### src/rtl/pyhdl_if_via_call_arb.sv
// Shares one HDL->Python call channel among N_REQ blocking requesters, round-robin, one call in flight each.
// Latency: call_valid one cycle after the req handshake; done pulse one cycle after the rsp handshake.
// Backpressure: holding register stalls on call_ready=0 (req_ready all low); responses are never backpressured.
//
// Ports:
//   clk_i, rst_n_i             clock, asynchronous active-low reset
//   req_valid_i/req_ready_o    per-requester call handshake, payload slice i of req_data_i
//   call_valid_o/call_ready_i  call to the listener, with call_src_o (granted index) and call_data_o
//   rsp_valid_i/rsp_ready_o    response from the listener, routed by rsp_src_i, payload rsp_data_i
//   done_valid_o/done_data_o   one-cycle per-requester completion pulse and its payload
//   busy_o                     requester has a call outstanding
//   err_unexp_o                sticky: response for a non-busy or out-of-range source
module pyhdl_if_via_call_arb #(
    parameter int N_REQ = 4,
    parameter int DW    = 32,
    parameter int IDW   = 2
) (
    input  logic                clk_i,
    input  logic                rst_n_i,
    input  logic [N_REQ-1:0]    req_valid_i,
    output logic [N_REQ-1:0]    req_ready_o,
    input  logic [N_REQ*DW-1:0] req_data_i,
    output logic                call_valid_o,
    input  logic                call_ready_i,
    output logic [IDW-1:0]      call_src_o,
    output logic [DW-1:0]       call_data_o,
    input  logic                rsp_valid_i,
    output logic                rsp_ready_o,
    input  logic [IDW-1:0]      rsp_src_i,
    input  logic [DW-1:0]       rsp_data_i,
    output logic [N_REQ-1:0]    done_valid_o,
    output logic [DW-1:0]       done_data_o,
    output logic [N_REQ-1:0]    busy_o,
    output logic                err_unexp_o
);

    logic                call_valid_q;
    logic [IDW-1:0]      call_src_q;
    logic [DW-1:0]       call_data_q;
    logic [N_REQ-1:0]    busy_q, busy_d;
    logic [IDW-1:0]      rr_q, rr_d;
    logic [N_REQ-1:0]    done_valid_q;
    logic [DW-1:0]       done_data_q;
    logic                err_q;
    logic                rsp_ready_q;

    logic [N_REQ-1:0]    eligible;
    logic                gnt_found;
    logic [IDW-1:0]      gnt_idx;
    logic                slot_free;
    logic                accept;
    logic                rsp_hs;
    logic [N_REQ-1:0]    rsp_hit;
    logic                rsp_bad;
    int                  idx;

    // Rotating priority search: start at rr_q, wrap past N_REQ-1 back to 0.
    always_comb begin
        eligible  = req_valid_i & ~busy_q;
        gnt_found = 1'b0;
        gnt_idx   = '0;
        idx       = 0;
        for (int k = 0; k < N_REQ; k++) begin
            idx = int'(rr_q) + k;
            if (idx >= N_REQ) begin
                idx = idx - N_REQ;
            end
            if (!gnt_found && eligible[idx]) begin
                gnt_found = 1'b1;
                gnt_idx   = IDW'(idx);
            end
        end
    end

    assign slot_free = ~call_valid_q | call_ready_i;
    assign accept    = slot_free & gnt_found;

    always_comb begin
        req_ready_o = '0;
        if (accept) begin
            req_ready_o[gnt_idx] = 1'b1;
        end
    end

    // Match by comparison rather than indexing so out-of-range sources
    // simply hit nothing and fall into the error path.
    assign rsp_hs = rsp_valid_i & rsp_ready_q;
    always_comb begin
        rsp_hit = '0;
        for (int i = 0; i < N_REQ; i++) begin
            rsp_hit[i] = rsp_hs && (rsp_src_i == IDW'(i)) && busy_q[i];
        end
    end
    assign rsp_bad = rsp_hs & ~(|rsp_hit);

    // A response may retire a call still sitting in the holding register;
    // only busy is touched, the call itself still goes out.
    assign busy_d = (busy_q & ~rsp_hit) | req_ready_o;

    always_comb begin
        rr_d = rr_q;
        if (accept) begin
            rr_d = (gnt_idx == IDW'(N_REQ - 1)) ? '0 : gnt_idx + IDW'(1);
        end
    end

    always_ff @(posedge clk_i or negedge rst_n_i) begin
        if (!rst_n_i) begin
            call_valid_q <= 1'b0;
            call_src_q   <= '0;
            call_data_q  <= '0;
            busy_q       <= '0;
            rr_q         <= '0;
            done_valid_q <= '0;
            done_data_q  <= '0;
            err_q        <= 1'b0;
            rsp_ready_q  <= 1'b0;
        end else begin
            rsp_ready_q  <= 1'b1;
            busy_q       <= busy_d;
            rr_q         <= rr_d;
            done_valid_q <= rsp_hit;
            if (|rsp_hit) begin
                done_data_q <= rsp_data_i;
            end
            if (rsp_bad) begin
                err_q <= 1'b1;
            end
            if (slot_free) begin
                call_valid_q <= gnt_found;
                if (gnt_found) begin
                    call_src_q  <= gnt_idx;
                    call_data_q <= req_data_i[int'(gnt_idx)*DW +: DW];
                end
            end
        end
    end

    assign call_valid_o = call_valid_q;
    assign call_src_o   = call_src_q;
    assign call_data_o  = call_data_q;
    assign rsp_ready_o  = rsp_ready_q;
    assign done_valid_o = done_valid_q;
    assign done_data_o  = done_data_q;
    assign busy_o       = busy_q;
    assign err_unexp_o  = err_q;

endmodule

### config.mk
export PLATFORM = sky130hd
export DESIGN_NAME = pyhdl_if_via_call_arb
export DESIGN_NICKNAME = d
export VERILOG_FILES = /design/src/rtl/pyhdl_if_via_call_arb.sv
export SDC_FILE = /design/constraint.sdc
export NUM_CORES = 1
export LEC_CHECK = 0
export ABC_AREA = 1
export CAP_MARGIN = 20
export CORE_UTILIZATION = 45
export CTS_BUF_LIST = sky130_fd_sc_hd__clkbuf_2
export CTS_CLUSTER_DIAMETER = 150
export DETAILED_ROUTE_END_ITERATION = 8
export GPL_TIMING_DRIVEN = 0
export PLACE_DENSITY = 0.9
export SETUP_SLACK_MARGIN = 0.1
export SLEW_MARGIN = 10
export SYNTH_ARGS = -nofsm -noshare
export SYNTH_HDL_FRONTEND = slang
export SYNTH_SLANG_ARGS = --single-unit
export TNS_END_PERCENT = 1
### constraint.sdc
create_clock -name clk_i -period 3.8 [get_ports clk_i]
set_input_delay 0.76 -clock clk_i [delete_from_list [all_inputs] [get_ports clk_i]]
set_output_delay 0.76 -clock clk_i [all_outputs]
set_load 0.02 [all_outputs]
==> results of run 1 <==
-- layer usage --
metal	track usage, %	up-vias
met5	0	-
li1	-	2670
met4	13.0	0
met1	31.0	2396
met3	5.70	42
met2	49.0	227
-- power by group through the flow --
stage	registers, W	logic [W]	clock network, W
after CTS	0.00146	0.00508	0.000514
after global routing	0.00150	0.00561	0.000547
after global placement	0.00146	0.00496	0
final	0.00146	0.00510	0.000506
after detailed placement	0.00147	0.00506	0
after floorplan	0.00191	0.00279	0
-- cells by family (layout without fill, tap and decap cells) --
| kind of cell | after synthesis | count (layout) |
|---|---|---|
| AOI/OAI and AO/OA | 40 | 40 |
| DFF | 79 | 79 |
| and+or+nand+nor | 394 | 394 |
| buffers and inverters | 194 | 464 |
| other | 1 | 1 |
| adders and majority gates | 1 | 1 |
-- layout make-up --
cell class | instances | share of cell area [%]
Timing Repair Buffer | 254 | 32.9
Tap cell | 136 | 2.20
Clock inverter | 7 | 1.10
Multi-Input combinational cell | 436 | 26.4
Clock buffer | 9 | 0.583
Sequential cell | 79 | 25.6
Inverter | 159 | 7.82
Buffer | 35 | 3.35
-- worst max path at each step --
stage                        start             end  slack, ns  cells after the start
floorplan           req_valid_i[3]  req_ready_o[3]       0.90                     11
global placement           rst_n_i  call_data_o[6]      -0.85                      1
detailed placement  req_valid_i[2]  req_ready_o[3]      -0.29                     14
CTS                 req_valid_i[2]  req_ready_o[3]       0.10                     14
global route        req_valid_i[1]  req_ready_o[1]       0.02                     14
finish              req_valid_i[3]  req_ready_o[0]       0.15                     12
-- critical path, cell delays in order --
cell,delay (ns)
clkdlybuf4s50_1,0.48
nand3_1,0.14
nand3_1,0.11
nand2_1,0.13
nand3_1,0.12
nand3_1,0.10
nand2_2,0.17
buf_6,0.17
buf_6,0.17
nand2_4,0.09
nor2_1,0.09
clkdlybuf4s15_1,0.35
-- state kept, by name, summed over array words and instances, names as in the netlist --
name,count
busy_o,4
call_data_o,32
call_src_o,2
call_valid_o,1
done_data_o,32
done_valid_o,4
err_unexp_o,1
rr_q,2
rsp_ready_o,1
-- stage by stage --
step,worst slack [ns],hold slack (ns),instances
after CTS,0.103,0.0708,1112
after global routing,0.0201,0.0680,1115
final,0.151,0.0823,1115
after detailed placement,-0.288,0.467,1096
after floorplan,0.895,0.464,709
after global placement,-0.854,0.452,1095
-- cells in the final DEF (no fill, tap or decap), types with 3 or more instances in the layout --
cell and instances:
buf_2 13, buf_4 11, buf_6 10, clkbuf_1 5, clkbuf_2 10, clkdlybuf4s50_1 245
dfrtp_1 78, inv_1 155, nand2_1 220, nand2_2 4, nand2_4 3, nand3_1 124
nand3_2 4, nor2_1 8, nor3_1 4, o21ai_0 32, o22ai_1 4, or2_1 18
-- what timing repair did --
| action | CTS | global route |
|---|---|---|
| setup endpoints to repair | 4 | 4 |
| pin swaps | 0 | 1 |
| setup buffers | 0 | 3 |
| resized for setup | 11 | 7 |
| hold buffers | 0 | 0 |
==> results.sh, run 1 <==
export IMPL_finalSetupViolCount=0
export IMPL_r2r_end="rr_q[1]"
export IMPL_synth_seq_cells=79
export IMPL_wl_met2_mm=7.57
export IMPL_syn_area_per_cell_sq_um=6.85
export IMPL_p_clk_share_pct=7.2
export IMPL_clk_pin_slew_ns=0.24
export IMPL_p_leak_nw=4.08
export IMPL_rsz0062_at_grt="true"
export IMPL_clock_fmax_mhz=274
export IMPL_yosysTopAreaCellShare_pct=40.7
export IMPL_fin_tns_setup_ns=0
export IMPL_fin_area_sq_mm=0.00772
export IMPL_worstPathRequired_ns=3.04
export IMPL_syn_nets=880
export IMPL_synth_top_cell_by_area="dfrtp_1"
export IMPL_clock_sinks=79
export IMPL_cts_buffers=9
export IMPL_pwr_share_seq_pct=20.6
export IMPL_initial_core_util_pct=46.6
export IMPL_r2r_cells=14
export IMPL_detail_route_antenna_nets=0
export IMPL_power_w=0.00706
export IMPL_dieWidth_microns=106
export IMPL_vias=5335
export IMPL_synth_warnings=0
export IMPL_route_detailed_drc=0
export IMPL_htreeDepth=3
export IMPL_crit_fanout=10
export IMPL_yosysMostFrequentCell="nand2_1"
export IMPL_finalNetCount=1145
export IMPL_ys_seq_area_share_pct=40.7
export IMPL_die_area_sq_mm=0.0112
export IMPL_die_height_microns=106
export IMPL_hold_path_class="input pin to asynchronous set/reset pin"
export IMPL_end_kind="primary output"
export IMPL_hpwl_mm=11.9
export IMPL_rows=37
export IMPL_seq_area_sq_mm=0.00198
export IMPL_critPathKind="input pin to primary output"
export IMPL_rr_startpoint="rr_q[1]"
export IMPL_wl_met1_mm=5.93
export IMPL_drtPass1Iterations=5
export IMPL_netlist_area_sq_mm=0.00486
export IMPL_yosys_area_share_simple_pct=37.1
export IMPL_n_fill_cell=837
export IMPL_syn_to_final_growth_pct=59.0
export IMPL_drt_iter0_drc=210
export IMPL_grt_max_degree=59
export IMPL_synth_common_cells="nand2_1 (220), inv_1 (155), nand3_1 (125), dfrtp_1 (79), o21ai_0 (32)"
export IMPL_final_util_pct=74.2
export IMPL_final_setup_skew_ns=0.0396
export IMPL_drv_cap=0
export IMPL_placed_area_sq_mm=0.00755
export IMPL_io_buffers=250
export IMPL_diodes=0
export IMPL_ys_types=30
export IMPL_antenna_found_initial=0
export IMPL_ys_async_sr_fraction_pct=100
export IMPL_multi_input_area_sq_mm=0.00204
export IMPL_synth_compound_gate_area_share_pct=4.35
export IMPL_p_int_w=0.00351
export IMPL_period_share_pct=96.0
export IMPL_routed_top_layer="met4"
export IMPL_synth_top_family_by_area="simple AND/OR/NAND/NOR gates"
export IMPL_overflow=0
export IMPL_power_switching_w=0.00355
export IMPL_synth_xor_area_share_pct=0
export IMPL_wirelength_mm=15.1
export IMPL_drive_above_1_share_pct=7.87
export IMPL_ys_flop_type="dfrtp_1"
export IMPL_reg2reg_slack_ns=1.60
export IMPL_design_core_area_sq_mm=0.0104
export IMPL_route_met3_wl_mm=1.01
export IMPL_clk_latency_ns=0.55
export IMPL_grt_pass1_vias=5148
export IMPL_cp_arrival_ns=2.89
export IMPL_comb_power_share_pct=72.2
export IMPL_ir_drop_mv=0.600
export IMPL_wl_per_cell_microns=13.5
export IMPL_fin_crit_ns=3.65
export IMPL_yosys_top_cells_area="dfrtp_1 (41%), nand2_1 (17%), nand3_1 (13%), inv_1 (12%), o21ai_0 (3.3%)"
export IMPL_routabilityCongestion=0.892
export IMPL_cts_root_buf="clkbuf_2"
export IMPL_clk_path_buf_depth=2
export IMPL_cts_tree="done"
export IMPL_p_per_area_mw_per_mm2=914
export IMPL_viasPerCell=4.78
export IMPL_synth_mux_area_share_pct=0
export IMPL_status="finished, final reports clean"
export IMPL_synth_edf_count=0
export IMPL_track_usage_pct=27.4
export IMPL_synth_adder_area_share_pct=0.258
export IMPL_hold_viol=0
export IMPL_cp_start_kind="input pin"
export IMPL_synthCells=709
export IMPL_grt_pass1_wl_mm=24.1
export IMPL_drv_slew=0
export IMPL_swShare_pct=50.3
export IMPL_num_io_pins=251
Power figures use the tool's default switching activity.
==> run 2, diff against run 1 <==
- CORE_ASPECT_RATIO: not set -> 1.2
- CORE_UTILIZATION: 45 -> 40
- PLACE_DENSITY: 0.9 -> 0.81
==> run 2 against run 1 <==
  * Critical path depth stayed put
  * Clock power is 3% lower
  * Utilization is 8.1 points lower
  * First-iteration DRC count is 2.9% lower
  * Largest cell class unchanged
==> results.sh, run 2 (same netlist as run 1, synthesis figures left out) <==
export IMPL_cts_tree="done"
export IMPL_rsz0062_at_grt="true"
export IMPL_design_core_area_sq_mm=0.0117
export IMPL_clock_sinks=79
export IMPL_finalSetupViolCount=0
export IMPL_grt_pass1_vias=4948
export IMPL_instances_no_fill=1134
export IMPL_ctsResizeCount=8
export IMPL_dp_cells=1117
export IMPL_clk_path_buf_depth=2
export IMPL_final_cell_mix="clkdlybuf4s50_1 (245), nand2_1 (220), inv_1 (155), nand3_1 (125), dfrtp_1 (79)"
export IMPL_wirelength_mm=15.2
export IMPL_swShare_pct=50.4
export IMPL_syn_to_final_growth_pct=58.7
export IMPL_cts_root_buf="clkbuf_2"
export IMPL_rows=43
export IMPL_end_kind="primary output"
export IMPL_num_io_pins=251
export IMPL_clk_pin_slew_ns=0.26
export IMPL_cp_buffers_inverters=4
export IMPL_cts_setup_buffers=0
export IMPL_critPathMaxStageDelay_ns=0.49
export IMPL_die_height_microns=123
export IMPL_hold_viol=0
export IMPL_reg2reg_slack_ns=1.62
export IMPL_ir_drop_mv=0.481
export IMPL_cts_hold_buf=0
export IMPL_crit_fanout=10
export IMPL_drv_cap=0
export IMPL_route_detailed_drc=0
export IMPL_clk_latency_ns=0.53
export IMPL_overflow=0
export IMPL_worst_path_most_repeated_cell="nand3_1"
export IMPL_finalNetCount=1142
export IMPL_cp_arrival_ns=2.87
export IMPL_grt_pass1_wl_mm=23.9
export IMPL_comb_power_share_pct=72.1
export IMPL_cp_slowest_cell="clkdlybuf4s50_1"
export IMPL_wl_per_cell_microns=13.4
export IMPL_n_fill_cell=1085
export IMPL_critPathKind="input pin to primary output"
export IMPL_hold_path_class="input pin to asynchronous set/reset pin"
export IMPL_r2r_cells=13
export IMPL_critPathTopFamily="buffers and inverters"
export IMPL_worst_path_stages=12
export IMPL_power_switching_w=0.00352
export IMPL_track_usage_pct=24.7
export IMPL_p_leak_nw=4.07
export IMPL_period_share_pct=95.4
export IMPL_grt_max_degree=58
export IMPL_status="finished, final reports clean"
export IMPL_p_clk_share_pct=7.0
export IMPL_antenna_found_initial=1
export IMPL_htreeDepth=3
export IMPL_io_buffers=250
export IMPL_rr_startpoint="rr_q[1]"
export IMPL_power_w=0.00699
export IMPL_worstPathRequired_ns=3.04
export IMPL_fin_crit_ns=3.63
export IMPL_viasPerCell=4.61
export IMPL_drt_iter0_drc=204
export IMPL_hold_ws_ns=0.0881
export IMPL_pwr_share_seq_pct=20.9
export IMPL_final_setup_skew_ns=0.0319
export IMPL_p_per_area_mw_per_mm2=907
export IMPL_cts_buffers=9
export IMPL_fin_tns_setup_ns=0
export IMPL_drv_slew=0
export IMPL_initial_core_util_pct=41.6
export IMPL_final_common_cell="clkdlybuf4s50_1"
export IMPL_cp_start_kind="input pin"
export IMPL_die_area_sq_mm=0.0126
export IMPL_r2r_end="rr_q[1]"
export IMPL_crit_chain="clkdlybuf4s50_1 > nand3_1 > nand3_1 > nand2_1 > nand3_1 > nand3_1 > nand2_2 > buf_6 > buf_6 > nand2_4 > nor2_1 > clkdlybuf4s15_1"
export IMPL_hpwl_mm=12.1
export IMPL_routabilityCongestion=0.908
export IMPL_detail_route_antenna_nets=0
export IMPL_clock_fmax_mhz=276
export IMPL_drtPass1Iterations=4
export IMPL_p_int_w=0.00347
export IMPL_drive_above_1_share_pct=7.48
export IMPL_dieWidth_microns=103
export IMPL_vias=5225
[run 2: how the worst max path moves through the flow]
stage | from | endpoint | slack [ns]
floorplan | req_valid_i[3] | req_ready_o[3] | 0.90
global placement | rst_n_i | done_data_o[15] | -0.90
detailed placement | req_valid_i[2] | req_ready_o[3] | -0.28
CTS | req_valid_i[2] | req_ready_o[3] | 0.12
global route | req_valid_i[3] | req_ready_o[3] | -0.01
finish | req_valid_i[3] | req_ready_o[2] | 0.17
[run 2: worst register-to-register path, cell delays in order, from the launching register on]
cell	delay [ns]
dfrtp_1	0.51
inv_2	0.15
nand2_1	0.06
nand2_1	0.13
nand3_2	0.10
nand2_4	0.10
nand2_1	0.07
nor2_2	0.13
nand3_1	0.13
nand3_4	0.15
buf_4	0.22
ha_1	0.25
nand2_1	0.06
o21ai_1	0.05
[run 2: through the flow]
| step | utilization [%] | setup slack, ns | cell area [sq um] |
|---|---|---|---|
| after floorplan | - | 0.895 | 4860 |
| after global routing | 66.0 | -0.0115 | 7710 |
| after global placement | 64.7 | -0.900 | 7560 |
| after detailed placement | 64.9 | -0.278 | 7580 |
| final | 66.0 | 0.174 | 7710 |
| after CTS | 66.1 | 0.119 | 7710 |
[run 2: cell type report]
class / instances / area [sq um] / share of cell area (%)
Timing Repair Buffer: 251 / 2510 / 32.6
Inverter: 159 / 602 / 7.81
Buffer: 35 / 255 / 3.31
Clock buffer: 9 / 45.0 / 0.584
Clock inverter: 7 / 80.1 / 1.04
Antenna cell: 1 / 2.50 / 0.0325
Sequential cell: 79 / 1980 / 25.6
Multi-Input combinational cell: 436 / 2040 / 26.4
Tap cell: 157 / 196 / 2.55
[run 2: power by group through the flow]
stage | clock network (W) | logic (W) | registers [W]
after global placement | 0 | 0.00500 | 0.00147
final | 0.000492 | 0.00503 | 0.00146
after detailed placement | 0 | 0.00508 | 0.00147
after floorplan | 0 | 0.00279 | 0.00191
after CTS | 0.000505 | 0.00508 | 0.00146
after global routing | 0.000530 | 0.00559 | 0.00151
[run 2: metal layers]
layer | track usage [%] | vias to the layer above | share of wire, % | routed length, microns
met2 | 43.9 | 191 | 50 | 7580
met5 | 0 | - | 0 | 0
met3 | 4.73 | 26 | 7.0 | 1070
met1 | 28.9 | 2345 | 40 | 6130
li1 | - | 2663 | - | -
met4 | 10.0 | 0 | 2.5 | 372
==> run 3, diff against run 2 <==
- ABC_CLOCK_PERIOD_IN_PS: not set -> 3800
- SLEW_MARGIN: 10 -> 20
==> run 3 against run 2 <==
  * Wire length rose by 0.13%
  * Clock-buffer cell count did not move
  * Maximum frequency rose by 0.19%
  * Sequential share of layout area barely moved
  * Design area rose by 0.11%
  * Final cell count did not move
  * Non-clock buffer count did not move
  * Worst setup slack improved by 0.0068 ns
  * Power barely moved
  * Critical path depth did not move
  * Critical endpoint unchanged
  * Largest cell class unchanged
  * Highest routed layer unchanged
==> results.sh, run 3 (same netlist as run 1, synthesis figures left out) <==
export IMPL_status="finished, final reports clean"
export IMPL_ir_drop_mv=0.460
export IMPL_crit_chain="clkdlybuf4s50_1 > nand3_1 > nand3_1 > nand2_1 > nand3_1 > nand3_1 > nand2_2 > buf_6 > buf_6 > nand2_4 > nor2_1 > clkdlybuf4s15_1"
export IMPL_instances_no_fill=1134
export IMPL_drv_slew=0
export IMPL_clk_path_buf_depth=2
export IMPL_cp_arrival_ns=2.86
export IMPL_period_share_pct=95.2
export IMPL_routabilityCongestion=0.908
export IMPL_overflow=0
export IMPL_r2r_cells=15
export IMPL_power_w=0.00699
export IMPL_wl_per_cell_microns=13.4
export IMPL_end_kind="primary output"
export IMPL_p_leak_nw=4.07
export IMPL_clock_sinks=79
export IMPL_cts_tree="done"
export IMPL_route_detailed_drc=0
export IMPL_vias=5189
export IMPL_crit_end="req_ready_o[2]"
export IMPL_critPathKind="input pin to primary output"
export IMPL_wirelength_mm=15.2
export IMPL_p_per_area_mw_per_mm2=905
export IMPL_fin_tns_setup_ns=0
export IMPL_grt_pass1_wl_mm=24.0
export IMPL_initial_core_util_pct=41.6
export IMPL_io_buffers=250
export IMPL_drv_cap=0
export IMPL_grt_max_degree=58
export IMPL_critPathMaxStageDelay_ns=0.48
export IMPL_r2r_end="call_data_o[22]"
export IMPL_n_fill_cell=1071
export IMPL_die_area_sq_mm=0.0126
export IMPL_drtPass1Iterations=5
export IMPL_final_common_cell="clkdlybuf4s50_1"
export IMPL_clock_fmax_mhz=276
export IMPL_cts_buffers=9
export IMPL_design_core_area_sq_mm=0.0117
export IMPL_final_cell_mix="clkdlybuf4s50_1 (245), nand2_1 (220), inv_1 (155), nand3_1 (125), dfrtp_1 (79)"
export IMPL_drive_above_1_share_pct=7.38
export IMPL_finalNetCount=1142
export IMPL_dp_cells=1117
export IMPL_hpwl_mm=12.1
export IMPL_critPathLaunch="req_valid_i[3]"
export IMPL_cts_root_buf="clkbuf_2"
export IMPL_rr_startpoint="rr_q[0]"
export IMPL_rsz0062_at_grt="true"
export IMPL_cts_hold_buf=0
export IMPL_clk_latency_ns=0.51
export IMPL_antenna_found_initial=1
export IMPL_num_io_pins=251
export IMPL_final_setup_skew_ns=0.0283
export IMPL_post_place_ws_ns=-0.279
export IMPL_die_height_microns=123
export IMPL_dieWidth_microns=103
export IMPL_grt_pass1_vias=4962
export IMPL_finalSetupViolCount=0
export IMPL_crit_fanout=10
export IMPL_syn_to_final_growth_pct=58.9
export IMPL_fin_ws_ns=0.181
export IMPL_hold_viol=0
export IMPL_worst_path_most_repeated_cell="nand3_1"
export IMPL_cp_start_kind="input pin"
export IMPL_fin_crit_ns=3.62
export IMPL_detail_route_antenna_nets=0
export IMPL_hold_path_class="input pin to asynchronous set/reset pin"
export IMPL_reg2reg_slack_ns=1.63
export IMPL_track_usage_pct=24.9
export IMPL_drt_iter0_drc=242
export IMPL_htreeDepth=3
export IMPL_cp_slowest_cell="clkdlybuf4s50_1"
export IMPL_viasPerCell=4.58
export IMPL_clk_pin_slew_ns=0.25
export IMPL_worstPathRequired_ns=3.04
export IMPL_rows=43
==> run 3: repair_timing <==
| action | 4_1_cts | 5_1_grt |
|---|---|---|
| resized for setup | 8 | 8 |
| pin swaps | 0 | 0 |
| setup buffers | 0 | 0 |
| endpoints found under the setup margin | 4 | 4 |
==> run 3: how the worst min path moves through the flow <==
stage	to	slack [ns]	depth (start not counted)
final	call_data_o[8]	0.09	1
after floorplan	busy_o[0]	0.46	0
after global routing	call_data_o[8]	0.06	1
after detailed placement	err_unexp_o	0.46	1
after CTS	call_data_o[8]	0.05	1
after global placement	err_unexp_o	0.45	1
==> run 3: area by class of cell <==
class	instances	area (sq um)	area share [%]
Buffer	35	259	3.36
Clock inverter	7	80.1	1.04
Timing Repair Buffer	251	2520	32.6
Sequential cell	79	1980	25.6
Inverter	159	602	7.80
Multi-Input combinational cell	436	2040	26.4
Antenna cell	1	2.50	0.0324
Tap cell	157	196	2.55
Clock buffer	9	45.0	0.584
==> run 3: routing by layer <==
layer / share of wire (%) / GRT usage, %
met5: 0 / 0
met4: 2.4 / 9.20
met3: 7.1 / 4.90
met2: 50 / 43.7
met1: 40 / 29.6
==> run 3: stage by stage <==
stage	utilization, %	area (sq um)	hold slack (ns)
global route	66.1	7720	0.0618
finish	66.1	7720	0.0908
detailed placement	64.9	7580	0.461
global placement	64.7	7560	0.451
CTS	66.0	7710	0.0536
floorplan	-	4860	0.464
==> run 3: critical path: cells and delay by family <==
family | cells | cell delay [ns]
buf+inv | 4 | 1.14
simple gates | 8 | 0.94
==> run 3: power by group <==
group	total (W)	switching (W)	internal, W
clock network	0.000488	0.000326	0.000162
registers	0.00146	0.000215	0.00125
logic	0.00504	0.00297	0.00207
total	0.00699	0.00351	0.00348
